`src/rtl/atp_note_acceptor.sv`:
```
// ============================================================================
// Module   : atp_note_acceptor
// Brief    : Note sensor debounce, denomination decode, validate/offer/stack.
// Revision : 1.0
// ============================================================================
`default_nettype none

module atp_note_acceptor #(
    parameter int SENSE_CYCLES   = 4,
    parameter int STACK_CYCLES   = 8,
    parameter int RETURN_CYCLES  = 8,
    parameter int TIMEOUT_CYCLES = 1000
) (
    input  logic        clk,
    input  logic        rst,
    input  logic        en_i,
    input  logic        note_present_i,
    input  logic [2:0]  denom_code_i,
    input  logic        sensor_ok_i,
    input  logic        note_ready_i,
    input  logic        clr_total_i,
    output logic        note_valid_o,
    output logic [9:0]  note_value_o,
    output logic        stack_motor_o,
    output logic        return_motor_o,
    output logic        reject_o,
    output logic        timeout_o,
    output logic [13:0] total_paid_o,
    output logic [7:0]  note_count_o
);

    localparam int MAX_A   = (SENSE_CYCLES > STACK_CYCLES) ? SENSE_CYCLES : STACK_CYCLES;
    localparam int MAX_PH  = (MAX_A > RETURN_CYCLES) ? MAX_A : RETURN_CYCLES;
    localparam int CNT_W   = (MAX_PH > 1) ? $clog2(MAX_PH) : 1;
    localparam int TMO_W   = (TIMEOUT_CYCLES > 1) ? $clog2(TIMEOUT_CYCLES) : 1;

    localparam logic [CNT_W-1:0] SENSE_LAST   = CNT_W'(SENSE_CYCLES - 1);
    localparam logic [CNT_W-1:0] STACK_LAST   = CNT_W'(STACK_CYCLES - 1);
    localparam logic [CNT_W-1:0] RETURN_LAST  = CNT_W'(RETURN_CYCLES - 1);
    localparam logic [TMO_W-1:0] TIMEOUT_LAST = TMO_W'(TIMEOUT_CYCLES - 1);
    localparam logic [13:0]      TOTAL_MAX    = 14'h3FFF;

    typedef enum logic [2:0] {
        S_IDLE       = 3'd0,
        S_SENSE      = 3'd1,
        S_OFFER      = 3'd2,
        S_STACK      = 3'd3,
        S_REJECT     = 3'd4,
        S_WAIT_CLEAR = 3'd5
    } state_t;

    state_t            state_q;
    logic [CNT_W-1:0]  cnt_q;
    logic [TMO_W-1:0]  tmo_q;
    logic [2:0]        code_q;
    logic              note_valid_q;
    logic [9:0]        note_value_q;
    logic              stack_motor_q;
    logic              return_motor_q;
    logic              reject_q;
    logic              timeout_q;
    logic [13:0]       total_q;
    logic [13:0]       total_d;
    logic [7:0]        count_q;
    logic [7:0]        count_d;
    logic              handshake;
    logic [14:0]       sum;

    function automatic logic [9:0] denom_value(input logic [2:0] code);
        case (code)
            3'd1:    denom_value = 10'd5;
            3'd2:    denom_value = 10'd10;
            3'd3:    denom_value = 10'd20;
            3'd4:    denom_value = 10'd50;
            3'd5:    denom_value = 10'd100;
            3'd6:    denom_value = 10'd500;
            3'd7:    denom_value = 10'd1000;
            default: denom_value = 10'd0;
        endcase
    endfunction

    // A clear coinciding with a handshake restarts the session at this note.
    always_comb begin
        handshake = note_valid_q && note_ready_i;
        sum       = {1'b0, total_q} + {5'd0, note_value_q};
        total_d   = clr_total_i ? 14'd0 : total_q;
        count_d   = clr_total_i ? 8'd0 : count_q;
        if (handshake) begin
            if (clr_total_i) begin
                total_d = {4'd0, note_value_q};
                count_d = 8'd1;
            end else begin
                total_d = sum[14] ? TOTAL_MAX : sum[13:0];
                count_d = count_q + 8'd1;
            end
        end
    end

    always_ff @(posedge clk or posedge rst) begin
        if (rst) begin
            state_q        <= S_IDLE;
            cnt_q          <= '0;
            tmo_q          <= '0;
            code_q         <= 3'd0;
            note_valid_q   <= 1'b0;
            note_value_q   <= 10'd0;
            stack_motor_q  <= 1'b0;
            return_motor_q <= 1'b0;
            reject_q       <= 1'b0;
            timeout_q      <= 1'b0;
            total_q        <= 14'd0;
            count_q        <= 8'd0;
        end else begin
            total_q   <= total_d;
            count_q   <= count_d;
            reject_q  <= 1'b0;
            timeout_q <= 1'b0;

            if (state_q == S_IDLE && en_i) begin
                if (tmo_q == TIMEOUT_LAST) begin
                    timeout_q <= 1'b1;
                    tmo_q     <= '0;
                end else begin
                    tmo_q <= tmo_q + 1'b1;
                end
            end else begin
                tmo_q <= '0;
            end

            case (state_q)
                S_IDLE: begin
                    if (en_i && note_present_i) begin
                        state_q <= S_SENSE;
                        code_q  <= denom_code_i;
                        cnt_q   <= '0;
                    end
                end
                S_SENSE: begin
                    if (!note_present_i) begin
                        state_q <= S_IDLE;
                    end else if (denom_code_i != code_q) begin
                        code_q <= denom_code_i;
                        cnt_q  <= '0;
                    end else if (cnt_q == SENSE_LAST) begin
                        cnt_q <= '0;
                        if (code_q == 3'd0 || !sensor_ok_i) begin
                            state_q        <= S_REJECT;
                            reject_q       <= 1'b1;
                            return_motor_q <= 1'b1;
                        end else begin
                            state_q      <= S_OFFER;
                            note_valid_q <= 1'b1;
                            note_value_q <= denom_value(code_q);
                        end
                    end else begin
                        cnt_q <= cnt_q + 1'b1;
                    end
                end
                S_OFFER: begin
                    if (handshake) begin
                        state_q       <= S_STACK;
                        note_valid_q  <= 1'b0;
                        note_value_q  <= 10'd0;
                        stack_motor_q <= 1'b1;
                        cnt_q         <= '0;
                    end else if (!en_i) begin
                        state_q        <= S_REJECT;
                        note_valid_q   <= 1'b0;
                        note_value_q   <= 10'd0;
                        reject_q       <= 1'b1;
                        return_motor_q <= 1'b1;
                        cnt_q          <= '0;
                    end
                end
                S_STACK: begin
                    if (cnt_q == STACK_LAST) begin
                        state_q       <= S_WAIT_CLEAR;
                        stack_motor_q <= 1'b0;
                    end else begin
                        cnt_q <= cnt_q + 1'b1;
                    end
                end
                S_REJECT: begin
                    if (cnt_q == RETURN_LAST) begin
                        state_q        <= S_WAIT_CLEAR;
                        return_motor_q <= 1'b0;
                    end else begin
                        cnt_q <= cnt_q + 1'b1;
                    end
                end
                // Hold until the throat empties so one note is never counted twice.
                S_WAIT_CLEAR: begin
                    if (!note_present_i) begin
                        state_q <= S_IDLE;
                    end
                end
                default: begin
                    state_q <= S_IDLE;
                end
            endcase
        end
    end

    assign note_valid_o   = note_valid_q;
    assign note_value_o   = note_value_q;
    assign stack_motor_o  = stack_motor_q;
    assign return_motor_o = return_motor_q;
    assign reject_o       = reject_q;
    assign timeout_o      = timeout_q;
    assign total_paid_o   = total_q;
    assign note_count_o   = count_q;

endmodule

`default_nettype wire

```
`config.mk`:
```
export PLATFORM = sky130hd
export DESIGN_NAME = atp_note_acceptor
export DESIGN_NICKNAME = d
export VERILOG_FILES = /design/src/rtl/atp_note_acceptor.sv
export SDC_FILE = /design/constraint.sdc
export NUM_CORES = 1
export LEC_CHECK = 0
export ABC_AREA = 0
export ABC_CLOCK_PERIOD_IN_PS = 4240
export CORE_MARGIN = 5
export CORE_UTILIZATION = 48
export DETAILED_ROUTE_END_ITERATION = 10
export PLACE_DENSITY = 0.72
export SYNTH_ARGS = -nofsm -noshare
export SYNTH_HDL_FRONTEND = slang
export SYNTH_SLANG_ARGS = --single-unit
```
`constraint.sdc`:
```
create_clock -name clk -period 4.24 [get_ports clk]
set_input_delay 0.424 -clock clk [delete_from_list [all_inputs] [get_ports clk]]
set_output_delay 0.424 -clock clk [all_outputs]
set_load 0.005 [all_outputs]
```
==> reports/metrics.cfg <==
[run_status]
status = completed

[clock_tree]
cts-buffers-inserted = 5
cts.repair.resized = 0
htreeDepth = 2
clk_path_buf_depth = 2
clkSinkCount = 55
ctsHoldBuffers = 0
clock_latency_ns = 0.31
post_cts_buffers = 0
clkTransAtPathRegs_ns = 0.10
cts_tree = done
root_buffer = clkbuf_8

[placed_design]
port_buffers = 46
placedInstanceArea_um2 = 3770
place_ws_ns = 1.18
gp_congestion = 0.976
dp_hpwl_um = 5160

[setup_path]
path_max_fanout = 11
timing.rr.start = note_value_o[0]
cp-startpoint = note_value_o[0]
rr_endpoint = total_paid_o[11]
worstSetupEndpointType = flop
r2r_slack_ns = 1.49
r2r_cells = 8
worstPathRequired_ns = 4.38
crit_type = flop to flop
cp-start-kind = flop
worstPathArrival_ns = 2.90
cp-endpoint = total_paid_o[11]

[logic_synthesis]
synth-seq-area-share_pct = 42.0
synth_enable_flop_cells = 0
ys_types = 49
syn_area_per_cell_um2 = 8.89
synth_area_um2 = 3280
postSynthCellCount = 369
synth_largest_area_cell = dfrtp_1
async_reset_ff_share_pct = 100
synth-seq-cells = 55
ys_top_cells_by_area = dfrtp_1, ha_1, nand2_1, nor2_1, o21ai_0
synth_warnings = 0
ys.flop_type = dfrtp_1
synth_nets = 396
yosysTopAreaCellShare_pct = 42.0

[drt]
post_drt_wl_per_cell_um = 14.4
drtIter0Drc = 114
drtPass1Iterations = 4
avgViaCountPerCell = 5.72
antenna_left = 0
vias = 2786
drt-total-wl_um = 7010
drc_errors = 0

[timing]
timing.hold.ws_ns = 0.465
rsz0062_at_grt = no
fmaxAchievable_mhz = 363
fin_tns_setup_ns = 0
maxSlewViolCount = 0
hold_viol = 0
period_needed_ns = 2.75
finalClockSkew_ns = 0.00432
fin_ws_ns = 1.49
finalSetupViolations = 0
tightest_slew_ns = 1.02
slew_headroom_pct = 31.5
post-route-period-util_pct = 64.9

[global_route]
gr-total-overflow = 0
gr-max-usage-layer = met2
grt_use_met1_pct = 22.2
antenna_found_initial = 0
grt_max_degree = 56
met3_usage_pct = 3.09
grt_pass1_vias = 2618
grt_pass1_wl_um = 12000
grtUsageTotal_pct = 17.0
use_met2_pct = 28.6

[layout]
fill_cells = 602
drive_gt1_share_pct = 4.42
diodes = 0
final_cell_area_um2 = 3870
multi_input_area_um2 = 1780
final_common_cell = dfrtp_1
area_growth_pct = 17.9
regArea_um2 = 1380
final_cell_mix = dfrtp_1, clkdlybuf4s50_1, nand2_1, nor2_1, o21ai_0
final_net_count = 433

[floorplanning]
die_w_um = 92.7
num_io_pins = 47
fp-row-count = 30
die_area_um2 = 8590
start_util_pct = 48.8
core_area_um2 = 6720
die_h_um = 92.7

[power_and_ir_drop]
p_leak_uw = 0.00166
cellPowerDensity_nw_per_um2 = 323
peakVddDrop_uv = 183

[flow_run]
maxCapViolations = 0

[min_path]
hold_path.class = flop to flop

cells by family after synthesis:
logic type | after synthesis | synth area share, %
xor gates and xnor gates | 25 | 6.67
adders and majority gates | 17 | 6.71
AOI/OAI and AO/OA | 95 | 19.2
DFF | 55 | 42.0
muxes | 6 | 2.02
buffers and inverters | 29 | 3.78
and+or+nand+nor | 142 | 19.6
Yosys cell counts, types with 9 or more instances:
library cell / n
xnor2_1: 12
o31ai_1: 10
a21oi_1: 16
dfrtp_1: 55
nand2_1: 43
ha_1: 16
xor2_1: 13
inv_1: 12
nor3_1: 9
o21ai_0: 26
clkbuf_1: 10
nand3_1: 21
nor2_1: 43
critical path: stages (launching register included):
cell and delay, ns:
dfrtp_1 0.43, ha_1 0.26, fa_1 0.41, a21oi_1 0.25, o21bai_1 0.14, a31oi_1 0.33, a31oi_1 0.38, nor3_1 0.29
a211oi_1 0.11
metrics by stage:
stage,total power (µW),instances,util (%)
after detailed placement,955,479,56.1
after CTS,1260,487,57.6
final,1250,487,57.6
after global placement,943,479,56.1
after global routing,1340,487,57.6
after floorplan,887,369,-
how the worst min path moves through the flow:
| stage | endpoint | cells past startpoint | slack (ns) | start |
|---|---|---|---|---|
| global route | tmo_q[0] | 1 | 0.48 | tmo_q[0] |
| CTS | tmo_q[0] | 1 | 0.47 | tmo_q[0] |
| floorplan | tmo_q[0] | 1 | 0.43 | tmo_q[0] |
| detailed placement | tmo_q[0] | 1 | 0.45 | tmo_q[0] |
| finish | tmo_q[0] | 1 | 0.47 | tmo_q[0] |
| global placement | tmo_q[0] | 1 | 0.44 | tmo_q[0] |
power breakdown:
part	switching [µW]	internal, µW	total [µW]
Combinational	157	135	292
Clock	172	134	305
Sequential	90.5	562	653
Total	419	831	1250
flip-flops by register name, summed over array words and instances (netlist names):
register	flops
cnt_q	3
code_q	3
note_count_o	8
note_valid_o	1
note_value_o	9
reject_o	1
return_motor_o	1
stack_motor_o	1
state_q	3
timeout_o	1
tmo_q	10
total_paid_o	14
layer usage:
metal,share of wire (%),up-vias
met4,1.6,0
met2,48,64
met3,3.9,9
met1,46,1327
li1,-,1386
met5,0,-
layout make-up:
class	count	share of cell area, %
clock buffer	6	2.13
clock inverter	2	0.420
inverter	12	1.16
multi-input combinational	285	46.0
sequential	55	35.6
tap	80	2.59
timing repair buffer	47	12.1
Power figures use the tool's default switching activity.
